$ cat config.mk
export PLATFORM = sky130hd
export DESIGN_NAME = pipeline_stage_regs
export DESIGN_NICKNAME = d
export VERILOG_FILES = /design/src/rtl/cpu_pkg.sv /design/src/rtl/pipe_reg.sv /design/src/rtl/pipeline_stage_regs.sv
export SDC_FILE = /design/constraint.sdc
export NUM_CORES = 1
export LEC_CHECK = 0
export ABC_CLOCK_PERIOD_IN_PS = 800
export CAP_MARGIN = 10
export CORE_AREA = 2 2 152 154
export DETAILED_ROUTE_END_ITERATION = 7
export DIE_AREA = 0 0 154 156
export PLACE_DENSITY = 0.75
export SLEW_MARGIN = 40
export SYNTH_ARGS = -nofsm -noshare
export SYNTH_HDL_FRONTEND = slang
export SYNTH_SLANG_ARGS = --single-unit
$ cat constraint.sdc
create_clock -name clk -period 0.8 [get_ports clk]
set_input_delay 0.16 -clock clk [delete_from_list [all_inputs] [get_ports clk]]
set_output_delay 0.16 -clock clk [all_outputs]
set_load 0.02 [all_outputs]
$ cat src/rtl/cpu_pkg.sv
// Shared widths and per-stage control bundle types for the CPU pipeline.
package cpu_pkg;

  localparam int unsigned DATA_W   = 32;
  localparam int unsigned REG_W    = 4;
  localparam int unsigned JMPF_W   = 2;
  localparam int unsigned ALUINS_W = 3;

  // Decode -> execute control bundle; every field is cleared by a flush.
  typedef struct packed {
    logic                wmem;
    logic                rmem;
    logic                wreg;
    logic                wpc;
    logic [JMPF_W-1:0]   jmpf;
    logic [ALUINS_W-1:0] aluins;
  } idex_ctrl_t;

  // Execute -> memory control bundle.
  typedef struct packed {
    logic wmem;
    logic rmem;
    logic wreg;
  } exmem_ctrl_t;

  // Memory -> writeback control bundle.
  typedef struct packed {
    logic wreg;
  } memwb_ctrl_t;

endpackage

$ cat src/rtl/pipe_reg.sv
// Generic pipeline flop: async active-low reset to 0, synchronous clear
// (takes priority over hold), and a hold enable.
module pipe_reg #(
  parameter int unsigned W = 1
) (
  input  logic         clk,
  input  logic         rst_n,
  input  logic         hold,
  input  logic         clr,
  input  logic [W-1:0] d,
  output logic [W-1:0] q
);

  // Register with clear-over-hold priority.
  always_ff @(posedge clk or negedge rst_n) begin
    if (!rst_n) begin
      q <= '0;
    end else if (clr) begin
      q <= '0;
    end else if (!hold) begin
      q <= d;
    end
  end

endmodule

$ cat src/rtl/pipeline_stage_regs.sv
// Inter-stage register bank of the 5-stage pipeline: ID/EX (with stall and
// flush), EX/MEM and MEM/WB. The sets are not chained here; the enclosing
// datapath wires one stage's outputs into the next stage's inputs.
module pipeline_stage_regs
  import cpu_pkg::*;
#(
  parameter int unsigned DATA_W = cpu_pkg::DATA_W,
  parameter int unsigned REG_W  = cpu_pkg::REG_W
) (
  input  logic                clk,
  input  logic                rst,
  input  logic                idex_stall,
  input  logic                idex_flush,
  // ID/EX inputs
  input  logic                id_wmem,
  input  logic                id_rmem,
  input  logic                id_wreg,
  input  logic                id_wpc,
  input  logic [JMPF_W-1:0]   id_jmpf,
  input  logic [ALUINS_W-1:0] id_aluins,
  input  logic [DATA_W-1:0]   id_r2res,
  input  logic [DATA_W-1:0]   id_r3res,
  input  logic [REG_W-1:0]    id_r2,
  input  logic [REG_W-1:0]    id_r3,
  input  logic [REG_W-1:0]    id_destr,
  // ID/EX outputs
  output logic                ex_wmem,
  output logic                ex_rmem,
  output logic                ex_wreg,
  output logic                ex_wpc,
  output logic [JMPF_W-1:0]   ex_jmpf,
  output logic [ALUINS_W-1:0] ex_aluins,
  output logic [DATA_W-1:0]   ex_r2res,
  output logic [DATA_W-1:0]   ex_r3res,
  output logic [REG_W-1:0]    ex_r2,
  output logic [REG_W-1:0]    ex_r3,
  output logic [REG_W-1:0]    ex_destr,
  // EX/MEM inputs
  input  logic                exm_wmem,
  input  logic                exm_rmem,
  input  logic                exm_wreg,
  input  logic [DATA_W-1:0]   exm_alures,
  input  logic [DATA_W-1:0]   exm_r3res,
  input  logic [REG_W-1:0]    exm_destr,
  // EX/MEM outputs
  output logic                mem_wmem,
  output logic                mem_rmem,
  output logic                mem_wreg,
  output logic [DATA_W-1:0]   mem_alures,
  output logic [DATA_W-1:0]   mem_r3res,
  output logic [REG_W-1:0]    mem_destr,
  // MEM/WB inputs
  input  logic                wb_wreg_in,
  input  logic [DATA_W-1:0]   wb_res_in,
  input  logic [REG_W-1:0]    wb_destr_in,
  // MEM/WB outputs
  output logic                wb_wreg,
  output logic [DATA_W-1:0]   wb_res,
  output logic [REG_W-1:0]    wb_destr
);

  localparam int unsigned IDEX_DW  = 2 * DATA_W + 3 * REG_W;
  localparam int unsigned EXMEM_DW = 2 * DATA_W + REG_W;
  localparam int unsigned MEMWB_DW = DATA_W + REG_W;

  // ---------------------------------------------------------------- ID/EX
  idex_ctrl_t           id_ctrl;
  idex_ctrl_t           ex_ctrl;
  logic [IDEX_DW-1:0]   id_data;
  logic [IDEX_DW-1:0]   ex_data;
  logic                 idex_data_hold;

  // Bundle decode-stage control and data fields.
  always_comb begin
    id_ctrl        = '0;
    id_ctrl.wmem   = id_wmem;
    id_ctrl.rmem   = id_rmem;
    id_ctrl.wreg   = id_wreg;
    id_ctrl.wpc    = id_wpc;
    id_ctrl.jmpf   = id_jmpf;
    id_ctrl.aluins = id_aluins;
    id_data        = {id_r2res, id_r3res, id_r2, id_r3, id_destr};
  end

  // A flush must still load the data fields even when a stall is also
  // asserted, so the data hold is masked by flush rather than reusing stall.
  assign idex_data_hold = idex_stall & ~idex_flush;

  pipe_reg #(.W($bits(idex_ctrl_t))) u_idex_ctrl (
    .clk   (clk),
    .rst_n (rst),
    .hold  (idex_stall),
    .clr   (idex_flush),
    .d     (id_ctrl),
    .q     (ex_ctrl)
  );

  pipe_reg #(.W(IDEX_DW)) u_idex_data (
    .clk   (clk),
    .rst_n (rst),
    .hold  (idex_data_hold),
    .clr   (1'b0),
    .d     (id_data),
    .q     (ex_data)
  );

  assign ex_wmem   = ex_ctrl.wmem;
  assign ex_rmem   = ex_ctrl.rmem;
  assign ex_wreg   = ex_ctrl.wreg;
  assign ex_wpc    = ex_ctrl.wpc;
  assign ex_jmpf   = ex_ctrl.jmpf;
  assign ex_aluins = ex_ctrl.aluins;
  assign {ex_r2res, ex_r3res, ex_r2, ex_r3, ex_destr} = ex_data;

  // --------------------------------------------------------------- EX/MEM
  exmem_ctrl_t          exm_ctrl;
  exmem_ctrl_t          mem_ctrl;
  logic [EXMEM_DW-1:0]  exm_data;
  logic [EXMEM_DW-1:0]  mem_data;

  // Bundle execute-stage results.
  always_comb begin
    exm_ctrl      = '0;
    exm_ctrl.wmem = exm_wmem;
    exm_ctrl.rmem = exm_rmem;
    exm_ctrl.wreg = exm_wreg;
    exm_data      = {exm_alures, exm_r3res, exm_destr};
  end

  pipe_reg #(.W($bits(exmem_ctrl_t))) u_exmem_ctrl (
    .clk   (clk),
    .rst_n (rst),
    .hold  (1'b0),
    .clr   (1'b0),
    .d     (exm_ctrl),
    .q     (mem_ctrl)
  );

  pipe_reg #(.W(EXMEM_DW)) u_exmem_data (
    .clk   (clk),
    .rst_n (rst),
    .hold  (1'b0),
    .clr   (1'b0),
    .d     (exm_data),
    .q     (mem_data)
  );

  assign mem_wmem = mem_ctrl.wmem;
  assign mem_rmem = mem_ctrl.rmem;
  assign mem_wreg = mem_ctrl.wreg;
  assign {mem_alures, mem_r3res, mem_destr} = mem_data;

  // --------------------------------------------------------------- MEM/WB
  memwb_ctrl_t          wbi_ctrl;
  memwb_ctrl_t          wbo_ctrl;
  logic [MEMWB_DW-1:0]  wbi_data;
  logic [MEMWB_DW-1:0]  wbo_data;

  // Bundle writeback-stage inputs.
  always_comb begin
    wbi_ctrl      = '0;
    wbi_ctrl.wreg = wb_wreg_in;
    wbi_data      = {wb_res_in, wb_destr_in};
  end

  pipe_reg #(.W($bits(memwb_ctrl_t))) u_memwb_ctrl (
    .clk   (clk),
    .rst_n (rst),
    .hold  (1'b0),
    .clr   (1'b0),
    .d     (wbi_ctrl),
    .q     (wbo_ctrl)
  );

  pipe_reg #(.W(MEMWB_DW)) u_memwb_data (
    .clk   (clk),
    .rst_n (rst),
    .hold  (1'b0),
    .clr   (1'b0),
    .d     (wbi_data),
    .q     (wbo_data)
  );

  assign wb_wreg = wbo_ctrl.wreg;
  assign {wb_res, wb_destr} = wbo_data;

endmodule

==> results_dict.tcl <==
set metrics [dict create \
    run_status "finished with violations" \
    violations "setup timing" \
    critPathMaxStageDelay_ns 0.43 \
    seq_area_frac_synth_pct 79.1 \
    total_cts_buffers 17 \
    max_slew.worst_pin.slew_ns 0.289 \
    timing_worst_setup_path_type "flip-flop to primary output" \
    dieHeight_um 156 \
    syn_avg_cell_area_sq_um 20.5 \
    drt-pass1-iter-count 4 \
    timing.critical_path.required_ns 0.64 \
    worstSetupEndpointType "primary output" \
    critical-path-slowest-cell "dfrtp_1" \
    grt_start_max_net_pins 40 \
    power_density_nw_per_um2 2000 \
    via_per_inst 4.09 \
    number_of_antenna_violations_at_the_first_check_in_global_routing 0 \
    power.ir.vdd_worst_uv 1480 \
    initial_core_util_pct 27.3 \
    max-clock-path-buffers 2 \
    area_delta_synth_final_pct 100 \
    gp_routability_congestion 0.796 \
    slew_headroom_pct 80.7 \
    grt_usage_pct 16.3 \
    die_outline_area_sq_um 24000 \
    critical_path_buf_inv_count 1 \
    total_i_o_pin_count 390 \
    min_to "u_idex_ctrl.q[2]" \
    finalWorstSetupSlack_ns -0.369 \
    critical_path_peak_fanout 2 \
    drt_first_iter_violations 132 \
    timing.max_cap.violations 0 \
    antenna_cells 0 \
    startpoint_type "flip-flop" \
    antenna_left 0 \
    path_delay_family "flip-flops" \
    finalHoldViolations 0 \
    netlist_area_sq_um 6100 \
    skew_ns 0 \
    final_layout_size_suffix_gt1_share_pct 49.1 \
    clk-insertion-delay-late_ns 0.43 \
    period_needed_ns 1.17 \
    min-delay-path-class "input pin to flip-flop" \
    port-buffer-count 389 \
    leakage_nw 5.66 \
    finalSetupViolCount 260 \
    first_global_vias 4911 \
    dr_total_vias 4418 \
    r2r_startpoint "u_idex_data.q[72]" \
    fmaxAchievable_mhz 856 \
    placedInstanceArea_sq_um 10700 \
    clock_sink_count 193 \
    global_route_wire_length_before_repair_um 29400 \
    synth.distinct_cells 10 \
    postSynthNetCount 495 \
    timing.final.max_slew_violations 0 \
    clk_root_buffer_cell "clkbuf_16" \
    ys_seq_elements 193 \
    worstHoldStart "idex_flush" \
    synthCells 298 \
    unrepaired_setup_endpoints_after_global_routing "true" \
    arrival_ns 1.01 \
    die_w_um 154 \
    post-route-drc-count 0 \
    r2r-end "u_idex_data.q[72]" \
    clkTransAtPathRegs_ns 0.08 \
    final.hold.worst_slack_ns 0.140 \
    r2r.worst_path.cells 3 \
    cts_tree "built" \
    fillerInstances 1817 \
    place.detailed.hpwl_um 14600 \
    worstHoldPathCells 4 \
    number_of_h_tree_branching_levels 4 \
    worstPathCellList "buf_6" \
    placementRows 55 \
    globalRoute.totalOverflow 0 \
    setup_tns_after_final_layout_ns -65.09 \
    finish.net_count 979 \
    fin_crit_sh_pct 146 \
    drt-total-wl_um 20300 \
    route.detailed.wl_per_inst_um 18.8 \
    fp.coreArea_sq_um 22400 \
    ff2ff_setup_slack_ns -0.21 \
    yosysWarnings 0 \
    finish.instance_area_sq_um 12200 \
]
## synthesized netlist by cell type
cell | number | area, sq um
buf_12 | 4 | 80.1
mux2i_1 | 9 | 90.1
buf_6 | 2 | 22.5
buf_2 | 1 | 5.00
mux2_4 | 40 | 601
nor2b_4 | 1 | 13.8
dfrtp_1 | 193 | 4830
nor2_1 | 9 | 33.8
mux2_2 | 36 | 405
buf_4 | 3 | 22.5
## layout by cell type (no fill, tap or decap), drive strengths merged
cell type        n
buf            278
clkbuf          20
clkdlybuf4s50  193
clkinv           8
dfrtp          193
dlygate4sd3      1
inv              7
mux2            76
mux2i            9
nor2             9
nor2b            1
## layer usage
metal  global-route usage (%)  part of all wire [%]  vias to the layer above
li1                         -                     -                     1970
met1                     19.1                    38                     2231
met2                     28.3                    53                      193
met3                     4.89                   6.8                       24
met4                     6.14                   2.0                        0
met5                        0                     0                        -
## kinds of logic (layout without fill, tap and decap cells)
| group | count (synthesis) | after routing | share of synthesized area, % |
|---|---|---|---|
| multiplexers | 85 | 85 | 18.0 |
| buffers and inverters | 10 | 507 | 2.13 |
| AND/OR/NAND/NOR | 10 | 10 | 0.779 |
| flip-flops | 193 | 193 | 79.1 |
## layout make-up
type	count	area [sq um]	area share, %
clock buffers	17	425	3.48
flip-flops and latches	193	4830	39.5
well taps	285	357	2.91
clock inverters	15	198	1.62
multi-input cells	95	1240	10.1
repair buffers	475	5190	42.4
## tightest hold or removal path: stages
cell	delay (ns)
buf_8	0.08
buf_4	0.09
buf_4	0.16
nor2_1	0.05
## sequential cells by signal, summed over array words and instances (netlist names)
signal,count
u_exmem_ctrl.q,3
u_exmem_data.q,68
u_idex_ctrl.q,9
u_idex_data.q,76
u_memwb_ctrl.q,1
u_memwb_data.q,36
## through the flow
step                      setup WS [ns]  cells  util [%]  total power [mW]
final                            -0.369   1080      54.7              24.5
after global routing             -0.404   1080      54.7              25.6
after CTS                        -0.406   1071      53.8              24.7
after detailed placement         -0.835   1015      48.0              15.2
after global placement           -0.822   1015      48.0              15.1
after floorplan                  -0.369    298         -              12.3
## worst max-delay path by stage
stage | slack, ns | startpoint | endpoint | depth (start not counted)
finish | -0.37 | u_idex_data.q[10] | ex_r2[2] | 1
global route | -0.40 | u_idex_data.q[10] | ex_r2[2] | 1
CTS | -0.41 | u_idex_data.q[10] | ex_r2[2] | 1
detailed placement | -0.83 | idex_stall | u_idex_data.q[20] | 5
global placement | -0.82 | idex_stall | u_idex_data.q[0] | 5
floorplan | -0.37 | idex_stall | u_idex_data.q[35] | 5
## report_power, final
group	total (mW)	leakage [nW]	internal, mW	switching [mW]
sequential	10.8	2.26	10.4	0.445
combinational	4.93	3.10	3.06	1.87
clock	8.76	0.300	4.31	4.45
total	24.5	5.66	17.8	6.76
## what timing repair did
| item | 4_1_cts | 5_1_grt |
|---|---|---|
| cloned | 4 | 2 |
| hold buffers | 1 | 0 |
| gates resized for setup | 1159 | 48 |
| pin swaps | 0 | 2 |
| setup buffers | 34 | 29 |
| endpoints found under the setup margin | 269 | 262 |
| hold endpoints to repair | 193 | 0 |
No activity file was read; power rests on OpenSTA's default activity.
